## config.mk

```make
export PLATFORM = sky130hd
export DESIGN_NAME = reflet_periph_bridge
export DESIGN_NICKNAME = d
export VERILOG_FILES = /design/src/rtl/reflet_periph_bridge.sv
export SDC_FILE = /design/constraint.sdc
export NUM_CORES = 1
export LEC_CHECK = 0
export CORE_MARGIN = 1
export CORE_UTILIZATION = 36
export CTS_BUF_LIST = sky130_fd_sc_hd__clkbuf_4
export DETAILED_ROUTE_END_ITERATION = 7
export GPL_TIMING_DRIVEN = 0
export PLACE_DENSITY = 0.84
export SLEW_MARGIN = 20
export SYNTH_ARGS = -nofsm -noshare
export SYNTH_HDL_FRONTEND = slang
export SYNTH_SLANG_ARGS = --single-unit
```

## constraint.sdc

```tcl
create_clock -name clk -period 2 [get_ports clk]
set_input_delay 0.3 -clock clk [delete_from_list [all_inputs] [get_ports clk]]
set_output_delay 0.3 -clock clk [all_outputs]
set_load 0.01 [all_outputs]
```

## src/rtl/reflet_periph_bridge.sv

```systemverilog
// rtl/reflet_periph_bridge.sv - CPU data port to peripheral register bus stage
// Optional posted writes: REFLET_PERIPH_BRIDGE_POSTED_WRITE_EN
module reflet_periph_bridge #(
  parameter int                        wordsize       = 16,
  parameter int                        base_addr_size = 16,
  parameter logic [base_addr_size-1:0] base_addr      = 16'hFF00,
  parameter int                        window_size    = 256,
  parameter int                        wait_states    = 1
) (
  input  logic                      clk,
  input  logic                      reset,
  input  logic                      cpu_req,
  input  logic                      cpu_we,
  input  logic [base_addr_size-1:0] cpu_addr,
  input  logic [wordsize-1:0]       cpu_wdata,
  output logic                      cpu_hit,
  output logic [wordsize-1:0]       cpu_rdata,
  output logic                      cpu_ready,
  output logic                      p_enable,
  output logic [base_addr_size-1:0] p_addr,
  output logic [wordsize-1:0]       p_wdata,
  output logic                      p_we,
  input  logic [wordsize-1:0]       p_rdata
);

  localparam int w  = (wait_states < 1) ? 1 : wait_states;
  localparam int cw = (w > 1) ? $clog2(w) : 1;

`ifdef REFLET_PERIPH_BRIDGE_POSTED_WRITE_EN
  localparam bit posted = 1'b1;
`else
  localparam bit posted = 1'b0;
`endif

  // Window bounds widened so that base_addr + window_size may reach 2**base_addr_size.
  localparam logic [32:0] win_lo = 33'(base_addr);
  localparam logic [32:0] win_hi = win_lo + 33'(window_size);

  typedef enum logic [1:0] {IDLE, ACCESS, DONE} state_t;

  state_t        state;
  logic [cw-1:0] count;
  logic          we;
  logic [32:0]   addr_ext;

  assign addr_ext = 33'(cpu_addr);
  assign cpu_hit  = cpu_req && (addr_ext >= win_lo) && (addr_ext < win_hi);

  always_ff @(posedge clk) begin
    if (!reset) begin
      state     <= IDLE;
      count     <= '0;
      we        <= 1'b0;
      cpu_rdata <= '0;
      cpu_ready <= 1'b0;
      p_enable  <= 1'b0;
      p_addr    <= '0;
      p_wdata   <= '0;
      p_we      <= 1'b0;
    end else begin
      case (state)
        IDLE: begin
          cpu_ready <= 1'b0;
          cpu_rdata <= '0;
          if (cpu_hit) begin
            p_addr    <= cpu_addr;
            p_wdata   <= cpu_wdata;
            we        <= cpu_we;
            p_enable  <= 1'b1;
            count     <= cw'(w - 1);
            // p_we is registered, so it is raised on the edge entering the last access cycle
            p_we      <= cpu_we && (w == 1);
            cpu_ready <= posted && cpu_we;
            state     <= ACCESS;
          end
        end
        ACCESS: begin
          cpu_ready <= 1'b0;
          if (count == '0) begin
            p_enable  <= 1'b0;
            p_we      <= 1'b0;
            cpu_rdata <= we ? '0 : p_rdata;
            cpu_ready <= !(posted && we);
            state     <= DONE;
          end else begin
            count <= count - 1'b1;
            p_we  <= we && (count == cw'(1));
          end
        end
        DONE: begin
          cpu_ready <= 1'b0;
          cpu_rdata <= '0;
          state     <= IDLE;
        end
        default: state <= IDLE;
      endcase
    end
  end

endmodule

```

* Word-level counts from Yosys, hierarchy flattened
Cells that the tools add are included.
** Word-level totals
- Bits in latches :: 0
- Memories :: 0
- RAM bits :: 0
- Logic and storage cells :: 45
- ROM bits :: 0
- Bits in registers :: 55
** Operators by class
- Multipliers :: 0
- Add/sub/neg operators :: 1
- Shift operators :: 0
- Bitwise operators :: 0
- Divide/modulo/power cells :: 0
- $lt $le $gt $ge :: 2
- Equality and inequality tests :: 4
- Mux-type cells :: 17
- Reduce and logical (&&, ||, !) cells :: 12
** Operator list (count)
- 16-bit two-way mux :: 2
- 16-bit case mux with 2 select lines :: 1
- 16-bit by 17-bit less-than comparator with 1-bit output, second input constant :: 1
- 16-bit >= comparator, second input constant :: 1
- 1-bit case mux with 2 select lines :: 4
- 2-bit AND reduction :: 4
- 1-bit two-way mux :: 7
- 2-bit two-way mux :: 2
- 2-bit != test, second input constant :: 2
- 2-bit case mux with 2 select lines :: 1
- 2-bit nonzero test :: 2
- 1-bit logical AND :: 3
- 3-bit AND reduction :: 1
- 2-bit by 1-bit == test with 1-bit output, second input constant :: 1
- 2-bit == test, second input constant :: 1
- 2-bit zero test :: 1
- 2-bit OR reduction :: 1
- 1-bit subtractor, second input constant :: 1

* Logic depth before layout (Yosys ltp)
Gate-level depths: netlist (run 1).
- Depth after elaboration :: 5
- Mapped depth :: 5

* Least setup slack after synthesis (run 1)
OpenSTA, ideal clock, no wires.
- Path kind :: input to register
- Start point :: in cpu_addr[14]
- End point :: reg p_we
- Path buffers :: 1
- Arrival :: 1322 ps
- Library setup time :: 72 ps
- Path slack :: 606 ps
- Stages on the path :: 4
- Required time :: 1928 ps
- Cells stage by stage :: nand4_2 -> nor4_4 -> buf_6 -> mux2i_1
** Between the ends
- Cells in the longest elaborated chain, start to end :: 5
- Elaborated cells between the ends (all ways) :: 6
- Those cells by class :: order compare (2); eq/ne (1); reduce/logical (3)
** Ends and longest elaborated chain
- start, declared :: line 14 : input logic [base_addr_size-1:0] cpu_addr,
- 16-bit >= comparator :: line 47 : assign cpu_hit = cpu_req && (addr_ext >= win_lo) && (addr_ext < win_hi);
- 1-bit logical AND :: line 47
- 1-bit logical AND * :: line 47
- 2-bit != test (no line) *
- 2-bit AND reduction (no line) *
- end signal, assigned :: line 72 : p_we <= cpu_we && (w == 1);
- end signal, assigned :: line 87 : p_we <= we && (count == cw'(1));
- end, declared :: line 22 : output logic p_we,
Every way passes the cells marked *; elsewhere a longest branch is shown, timed or not.
A chain may end at the register's enable or synchronous reset.

* Final worst setup path (run 1)
- Start point :: in cpu_addr[14]
- End point :: out cpu_hit
** Between the ends
- Cells in the longest elaborated chain, start to end :: 3
- Elaborated cells between the ends (all ways) :: 4
- Those cells by class :: order compare (2); reduce/logical (2)
** Ends and longest elaborated chain
- 16-bit >= comparator :: line 47
- 1-bit logical AND :: line 47
- 1-bit logical AND * :: line 47
- end, declared :: line 16 : output logic cpu_hit,
Marks and branches as above.

==> results of run 1 <==
==> Yosys cell counts, drive strengths merged <==
library cell   n  area [µm²]
o21a           8        60.1
dfxtp         54        1080
a22o          16         140
o211a          1        10.0
nand4          1        12.5
nor3b          1        7.51
nand2         52         195
nand2b         1        6.26
buf            6        48.8
nand4b         1        23.8
nand3          2        10.0
nor3           2        15.0
nor2           1        3.75
mux2i         26         260
inv            2        7.51
nor4           2        27.5
a21oi          1        5.00
and3           1        6.26
clkbuf         7        26.3
==> cells by family after synthesis <==
kind of cell,Yosys count
simple gates,64
flops,54
compound gates,26
mux,26
buf+inv,15
==> worst max-delay path by stage <==
stage / startpoint / endpoint / depth (start not counted)
floorplan: cpu_addr[14] / p_we / 4
CTS: cpu_addr[14] / cpu_hit / 4
finish: cpu_addr[14] / cpu_hit / 4
global placement: cpu_addr[14] / p_we / 5
detailed placement: cpu_addr[14] / p_wdata[7] / 5
global route: cpu_addr[14] / p_addr[5] / 5
==> cells in the final DEF, fill, tap and decap left out, drive strengths merged <==
cell type      instances
mux2i                 26
o211a                  1
clkbuf                12
clkinv                 1
nand4                  1
dlygate4sd2            1
nand3                  2
a22o                  16
dfxtp                 54
nor2                   1
and3                   1
clkdlybuf4s50        101
nor3                   2
nand2                 52
inv                    3
nand2b                 1
a21oi                  1
o21a                   8
buf                    6
nor3b                  1
nor4                   2
nand4b                 1
==> registers in the layout (all words and copies together), names as in the netlist <==
| name | cells |
|---|---|
| cpu_rdata | 16 |
| cpu_ready | 1 |
| p_addr | 16 |
| p_enable | 1 |
| p_wdata | 16 |
| p_we | 1 |
| state | 2 |
| we | 1 |
==> worst min-delay path, cell delays in order <==
cell    delay (ns)
buf_2         0.15
inv_1         0.08
nor2_1        0.04
==> stage by stage <==
step           util, %  std cells  setup slack [ns]  TNS (ns)  instance area, µm²
3_3_place_gp      59.1        357           -0.0612     -1.06                3060
5_1_grt           60.0        364             0.182         0                3110
3_5_place_dp      59.1        357            -0.105     -1.90                3060
6_report          60.0        364             0.255         0                3110
2_1_floorplan        -        185             0.606         0                1950
4_1_cts           60.0        364             0.250         0                3110
==> power groups by stage <==
| stage | clock (µW) | combinational [µW] | sequential (µW) |
|---|---|---|---|
| after global routing | 533 | 165 | 1080 |
| final | 466 | 151 | 1080 |
| after global placement | 0 | 149 | 1100 |
| after detailed placement | 0 | 151 | 1100 |
| after floorplan | 0 | 36.4 | 1100 |
| after CTS | 491 | 153 | 1080 |
==> per-layer routing <==
metal	wire length, µm	up-vias
met1	1940	787
met3	450	5
li1	-	846
met4	48	0
met5	0	-
met2	2230	73
==> layout make-up <==
| class | instances | area (µm²) |
|---|---|---|
| tap | 70 | 87.6 |
| buffer | 13 | 75.1 |
| inverter | 2 | 7.51 |
| fill | 445 | 2070 |
| timing repair buffer | 102 | 1020 |
| multi-input combinational | 116 | 783 |
| clock buffer | 5 | 37.5 |
| sequential | 54 | 1080 |
| clock inverter | 2 | 13.8 |
==> impl_metrics.csv, run 1 <==
group,metric,value,unit
status,status,"complete, no violations",
cts,root_buffer,"clkbuf_4",
yosys,synth_compound_area_share,11.1,%
global_routing,antenna_found_initial,0,
worst_setup_path,cp_cell_sequence,"clkdlybuf4s50_1 -> nand4_2 -> nor3_1 -> dlygate4sd2_1",
floorplanning,num_io_pins,104,
worst_setup_path,critical_path.max_fanout,3,
worst_hold_path,hold_start,"reset",
timing,max_slew_margin,57.3,%
power,switching_share,22.6,%
worst_setup_path,rr_startpoint,"state[1]",
timing,clock_skew,0.0124,ns
power,finalPower,1700,µW
worst_setup_path,critPathSlowestCell,"clkdlybuf4s50_1",
power,pwr-share-clk,27.5,%
floorplanning,die_area,5710,µm²
floorplanning,die_x,75.5,µm
worst_setup_path,crit_path_end_kind,"primary output",
yosys,ys_ff_latch,54,
cts,hold_buffers,0,
worst_setup_path,cp.arrival,1.44,ns
cts,cts_setup_buffers,0,
power,internal_power,1310,µW
global_routing,grt_pass1_vias,1516,
power,seq_power_share,63.6,%
route,ant_nets,0,
worst_setup_path,rr_endpoint,"p_addr[3]",
yosys,synthesis.nets,237,
yosys,syn_inst,185,
worst_hold_path,hold_class,"input port to flop",
power,p_switching,384,µW
floorplanning,start_util,37.6,%
yosys,ys_types,22,
global_routing,grt_use_met1,18.3,%
yosys,synthXorXnorAreaFrac,0,%
job,maxCapViolCount,0,
route,vias,1711,
cts,clkSlewWorstSetupHoldPaths,0.15,ns
timing,setup_viol,0,
route,wl_per_cell,12.8,µm
timing,rsz0062_at_grt,"no",
floorplanning,rows,26,
worst_hold_path,hold_depth,3,
worst_setup_path,max_stage_delay,0.49,ns
cts,clock-sinks,54,
yosys,ys_warn_count,0,
cts,cts_buffers,5,
yosys,synth_fa_ha_area_share,0,%
global_routing,use_met3,5.16,%
global_routing,grt.busiest_layer,"met2",
timing,slew_violations,0,
power,vdd_ir_drop_max,303,µV
timing,tightestPinTransition,0.636,ns
timing,hold_ws,0.239,ns
global_routing,grt_overflow_total,0,
timing,hold_viol,0,
yosys,synth_top_family_by_area,"simple AND/OR/NAND/NOR gates",
worst_setup_path,path_delay_family,"buffers and inverters",
worst_setup_path,r2r_setup_slack,0.40,ns
place,place_congestion,0.683,
worst_hold_path,hold_path_end,"state[1]",
yosys,muxShareOfSynthArea,13.4,%
cts,cts_max_path_buffers,2,
worst_setup_path,worstRegToRegCells,4,
power,p_per_area,546,nW/µm²
global_routing,grt_pass1_wl,6890,µm
timing,finalCritPeriodShare,87.2,%
global_routing,met2_usage,28.4,%
worst_setup_path,critical_path_buf_inv_count,2,
floorplanning,core,5170,µm²
route,drc_errors,0,
worst_setup_path,critPathKind,"input port to primary output",
global_routing,grt_usage,16.2,%
floorplanning,chipHeight,75.5,µm
cts,clock_latency,0.36,ns
cts,htree_levels,2,
final_layout,syn_to_final_growth,59.5,%
timing,fin_crit,1.74,ns
yosys,synth-simple-area-share,15.8,%
power,leakagePower,0.00114,µW
yosys,seq_area_frac_synth,55.5,%
place,dp_hpwl,3470,µm
route,vias_per_cell,4.70,
place,numPortBuffers,102,
route,first_iter_violations,85,
global_routing,grt_max_degree,17,
cts,cts_tree,"yes",
cts,ctsResizeCount,1,
power,combPwrFrac,8.9,%
final_layout,drive_above_1_share,5.78,%
route,drt_pass1_iterations,4,
route,routed_wl,4670,µm
timing,max_freq,0.573,GHz
worst_setup_path,worstPathRequired,1.70,ns
final_layout,diodes,0,
final_layout,nets,346,
worst_setup_path,cp-start-kind,"input port",
yosys,netlist_area,1950,µm²
yosys,postSynthAreaPerCell,10.5,µm²
Power figures use the tool's default switching activity.
==> inputs of run 2 (changes only) <==
- GPL_TIMING_DRIVEN: 0 -> not set
==> run 2 against run 1 <==
  * Worst hold slack worse by 0.025 ns
  * Critical path depth down 1
  * Non-clock buffer count is 6 lower
  * Worst setup slack better by 0.069 ns
  * Global-route usage fell by 0.92 points
  * Sequential share of layout area shrank 0.13 points
==> impl_metrics.csv, run 2 (synthesis gave the netlist of run 1 again) <==
group,metric,value,unit
cts,ctsResizeCount,0,
place,dp_hpwl,3070,µm
cts,clock-sinks,54,
floorplanning,chipHeight,75.5,µm
cts,clkSlewWorstSetupHoldPaths,0.14,ns
final_layout,final_common_cell,"clkdlybuf4s50_1",
route,routed_wl,4410,µm
worst_setup_path,crit_path_end_kind,"flop",
timing,hold_ws,0.214,ns
floorplanning,num_io_pins,104,
job,maxCapViolCount,0,
timing,finalCritPeriodShare,83.8,%
cts,cts_tree,"yes",
worst_setup_path,worstRegToRegCells,3,
worst_hold_path,hold_start,"reset",
global_routing,grt_pass1_wl,6470,µm
floorplanning,core,5170,µm²
global_routing,grt_max_degree,62,
timing,clock_skew,0.00620,ns
worst_hold_path,hold_class,"input port to flop",
final_layout,final_cell_mix,"101 x clkdlybuf4s50_1, 54 x dfxtp_1, 52 x nand2_1, 26 x mux2i_1, 16 x a22o_1",
route,first_iter_violations,59,
timing,slew_violations,0,
worst_setup_path,rr_startpoint,"state[0]",
global_routing,antenna_found_initial,0,
timing,hold_viol,0,
route,ant_nets,0,
worst_setup_path,critPathKind,"flop to flop",
status,status,"complete, no violations",
route,drc_errors,0,
worst_setup_path,r2r_setup_slack,0.32,ns
timing,max_freq,0.597,GHz
worst_setup_path,critical_path.max_fanout,16,
final_layout,drive_above_1_share,5.90,%
worst_hold_path,hold_depth,3,
route,vias,1641,
cts,root_buffer,"clkbuf_4",
route,vias_per_cell,4.58,
route,wl_per_cell,12.3,µm
final_layout,multi_input_area,783,µm²
floorplanning,start_util,37.6,%
worst_hold_path,hold_path_end,"cpu_ready",
power,leakagePower,0.00116,µW
power,p_per_area,576,nW/µm²
cts,cts_buffers,5,
timing,tightestPinTransition,1.03,ns
final_layout,reg.largest.list,"cpu_rdata: 16 flops, p_addr: 16 flops, p_wdata: 16 flops",
global_routing,grt_usage,15.2,%
timing,setup_viol,0,
final_layout,syn_to_final_growth,60.1,%
cts,cts_max_path_buffers,2,
place,place_congestion,0.738,
worst_setup_path,rr_endpoint,"cpu_rdata[11]",
cts,clock_latency,0.36,ns
worst_setup_path,cp.arrival,1.98,ns
timing,fin_setup_tns,0,ns
floorplanning,rows,26,
floorplanning,die_area,5710,µm²
global_routing,grt_pass1_vias,1446,
final_layout,fillers,440,
place,numPortBuffers,103,
place,place_inst,351,
power,vdd_ir_drop_max,256,µV
global_routing,grt_overflow_total,0,
cts,hold_buffers,0,
final_layout,final_cell_count_no_fill,358,
route,drt_pass1_iterations,3,
timing,fin_crit,1.68,ns
final_layout,nets,340,
cts,cts_setup_buffers,0,
timing,rsz0062_at_grt,"no",
final_layout,final-seq-area,1080,µm²
timing,max_slew_margin,30.9,%
worst_setup_path,worstPathRequired,2.31,ns
worst_setup_path,cp-start-kind,"flop",
floorplanning,die_x,75.5,µm
cts,htree_levels,2,
final_layout,diodes,0,
[run 2: changes by cell type in the layout (fill, tap and decap cells not counted), sizes merged]
cell / delta
dlymetal6s2s: +1
bufinv: +1
inv: -1
clkbuf: -7
dlygate4sd2: -1
buf: +1
[run 2: final cells by class]
| type | instances | share of cell area, % |
|---|---|---|
| inverters | 2 | 0.241 |
| repair buffers | 109 | 34.8 |
| clock buffers | 5 | 1.20 |
| multi-input cells | 116 | 25.1 |
| well taps | 70 | 2.81 |
| clock inverters | 2 | 1.08 |
| flip-flops and latches | 54 | 34.7 |
[run 2: how the worst max path moves through the flow]
stage	to	startpoint	slack, ns
detailed placement	cpu_hit	cpu_addr[8]	0.05
global route	cpu_rdata[11]	state[0]	0.16
CTS	cpu_hit	cpu_addr[8]	0.04
finish	cpu_rdata[11]	state[0]	0.32
floorplan	p_we	cpu_addr[14]	0.61
global placement	cpu_hit	cpu_addr[8]	0.08
[run 2: report_power, final]
part | switching (µW) | internal (µW)
combinational | 47.2 | 103
sequential | 0.642 | 1080
clock | 315 | 253
total | 363 | 1430
[run 2: critical path, stage by stage, from the launching register on]
cell and delay [ns]:
dfxtp_1 0.46, nand2_1 0.11, nor3_2 0.79, a22o_1 0.27
[run 2: routing by layer]
layer | share of wire, % | GRT usage [%] | vias to the layer above
met5 | 0 | 0 | -
met3 | 9.6 | 5.03 | 6
met2 | 46 | 26.6 | 71
met4 | 1.2 | 5.76 | 0
met1 | 44 | 17.3 | 732
li1 | - | - | 832
[run 2: through the flow]
step	cell area (µm²)	setup WS (ns)	utilization [%]	power, µW
after global placement	3040	0.0820	58.8	1250
after CTS	3110	0.0411	60.2	1830
after global routing	3120	0.163	60.3	1890
after detailed placement	3040	0.0516	58.8	1250
final	3120	0.324	60.3	1800
after floorplan	1950	0.606	-	1140
==> inputs of run 3 (changes only) <==
- clock period: 2 -> 1.7 ns (I/O delays scaled with it)
==> run 3 against run 2 <==
  * Final cell count is 0.84% higher
  * Clock skew up 0.0082 ns
  * Critical path depth grew 1
  * Register-to-register slack got worse by 0.03 ns
  * Routed wire length rose by 0.73%
  * Worst setup slack worse by 0.19 ns
  * Die area is the same
  * Count of clock-buffer cells in the layout up 1
  * Worst hold slack lost 0.024 ns
  * Sequential power grew 18%
  * Critical endpoint is now cpu_hit
==> impl_metrics.csv, run 3 (synthesis gave the netlist of run 1 again) <==
group,metric,value,unit
status,status,"complete, no violations",
cts,cts_tree,"yes",
cts,htree_levels,2,
route,first_iter_violations,52,
final_layout,final-seq-area,1080,µm²
floorplanning,die_area,5710,µm²
timing,max_freq,0.640,GHz
final_layout,syn_to_final_growth,61.6,%
worst_setup_path,crit_path_end_kind,"primary output",
timing,rsz0062_at_grt,"no",
timing,hold_ws,0.190,ns
global_routing,grt_overflow_total,0,
floorplanning,rows,26,
cts,clock_latency,0.37,ns
job,maxCapViolCount,0,
timing,clock_skew,0.0144,ns
timing,finalCritPeriodShare,91.9,%
timing,max_slew_margin,57.3,%
worst_setup_path,cp-start-kind,"input port",
worst_hold_path,hold_class,"input port to flop",
place,numPortBuffers,103,
global_routing,antenna_found_initial,1,
final_layout,nets,342,
global_routing,grt_max_degree,35,
route,routed_wl,4440,µm
global_routing,grt_pass1_vias,1432,
floorplanning,start_util,37.6,%
final_layout,diodes,0,
timing,fin_crit,1.56,ns
worst_setup_path,cp.arrival,1.31,ns
floorplanning,core,5170,µm²
cts,cts_setup_buffers,0,
route,wl_per_cell,12.3,µm
power,vdd_ir_drop_max,329,µV
place,place_inst,353,
place,dp_hpwl,3330,µm
route,drt_pass1_iterations,4,
route,drc_errors,0,
floorplanning,chipHeight,75.5,µm
final_layout,reg.largest.list,"cpu_rdata: 16 flops, p_addr: 16 flops, p_wdata: 16 flops",
power,p_per_area,686,nW/µm²
global_routing,grt_usage,15.3,%
cts,cts_max_path_buffers,2,
route,vias,1660,
global_routing,grt_pass1_wl,6420,µm
cts,clock-sinks,54,
final_layout,final_cell_mix,"101 x clkdlybuf4s50_1, 54 x dfxtp_1, 52 x nand2_1, 26 x mux2i_1, 16 x a22o_1",
final_layout,final_common_cell,"clkdlybuf4s50_1",
cts,clkSlewWorstSetupHoldPaths,0.15,ns
worst_setup_path,worstPathRequired,1.44,ns
timing,setup_viol,0,
power,leakagePower,0.00115,µW
timing,slew_violations,0,
route,ant_nets,0,
cts,root_buffer,"clkbuf_4",
route,vias_per_cell,4.60,
final_layout,post-route-util,60.8,%
final_layout,final_cell_count_no_fill,361,
worst_setup_path,critPathKind,"input port to primary output",
final_layout,fillers,444,
place,place_congestion,0.728,
worst_setup_path,critical_path.max_fanout,2,
final_layout,multi_input_area,790,µm²
timing,fin_setup_tns,0,ns
final_layout,drive_above_1_share,7.22,%
timing,tightestPinTransition,0.638,ns
timing,hold_viol,0,
cts,cts_buffers,5,
floorplanning,num_io_pins,104,
floorplanning,die_x,75.5,µm
[run 3: cell type report]
| class | count | area share [%] |
|---|---|---|
| multi-input cells | 116 | 25.1 |
| well taps | 70 | 2.78 |
| inverters | 2 | 0.239 |
| clock inverters | 2 | 1.19 |
| clock buffers | 6 | 1.43 |
| repair buffers | 111 | 34.9 |
| flip-flops and latches | 54 | 34.4 |
[run 3: per-stage QoR]
step / setup slack, ns / area, µm² / total power, µW
after global routing: 0.0413 / 3150 / 2250
after floorplan: 0.324 / 1950 / 1340
after global placement: -0.117 / 3060 / 1470
after detailed placement: -0.169 / 3060 / 1480
final: 0.137 / 3150 / 2160
after CTS: 0.00598 / 3140 / 2190
[run 3: timing repair]
| item | in CTS | in global routing |
|---|---|---|
| hold buffers | 0 | 0 |
| gates resized for setup | 1 | 1 |
| endpoints found under the setup margin | 1 | 16 |
[run 3: metal layers]
layer / share of wire [%] / GRT usage, % / up-vias
met5: 0 / 0 / -
met4: 0.88 / 5.56 / 0
met3: 12 / 6.48 / 5
met2: 48 / 27.7 / 71
met1: 39 / 15.7 / 742
li1: - / - / 842
[run 3: worst max-delay path, stage by stage]
cell and delay (ns):
clkdlybuf4s50_1 0.53, nand3_1 0.11, nor3_1 0.13, dlygate4sd2_1 0.28
[run 3: path summary, 6_finish.rpt]
kind               startpoint             to  slack (ns)  cells past startpoint
hold / removal          reset      cpu_ready        0.19                      3
setup reg to reg     state[0]  cpu_rdata[11]        0.29                      3
hold reg to reg    p_wdata[2]     p_wdata[2]        0.46                      2
setup / recovery  cpu_addr[8]        cpu_hit        0.14                      4
[run 3: power breakdown]
part	switching [µW]	internal (µW)	total [µW]
logic	55.9	124	180
clock network	384	327	711
registers	0.774	1270	1270
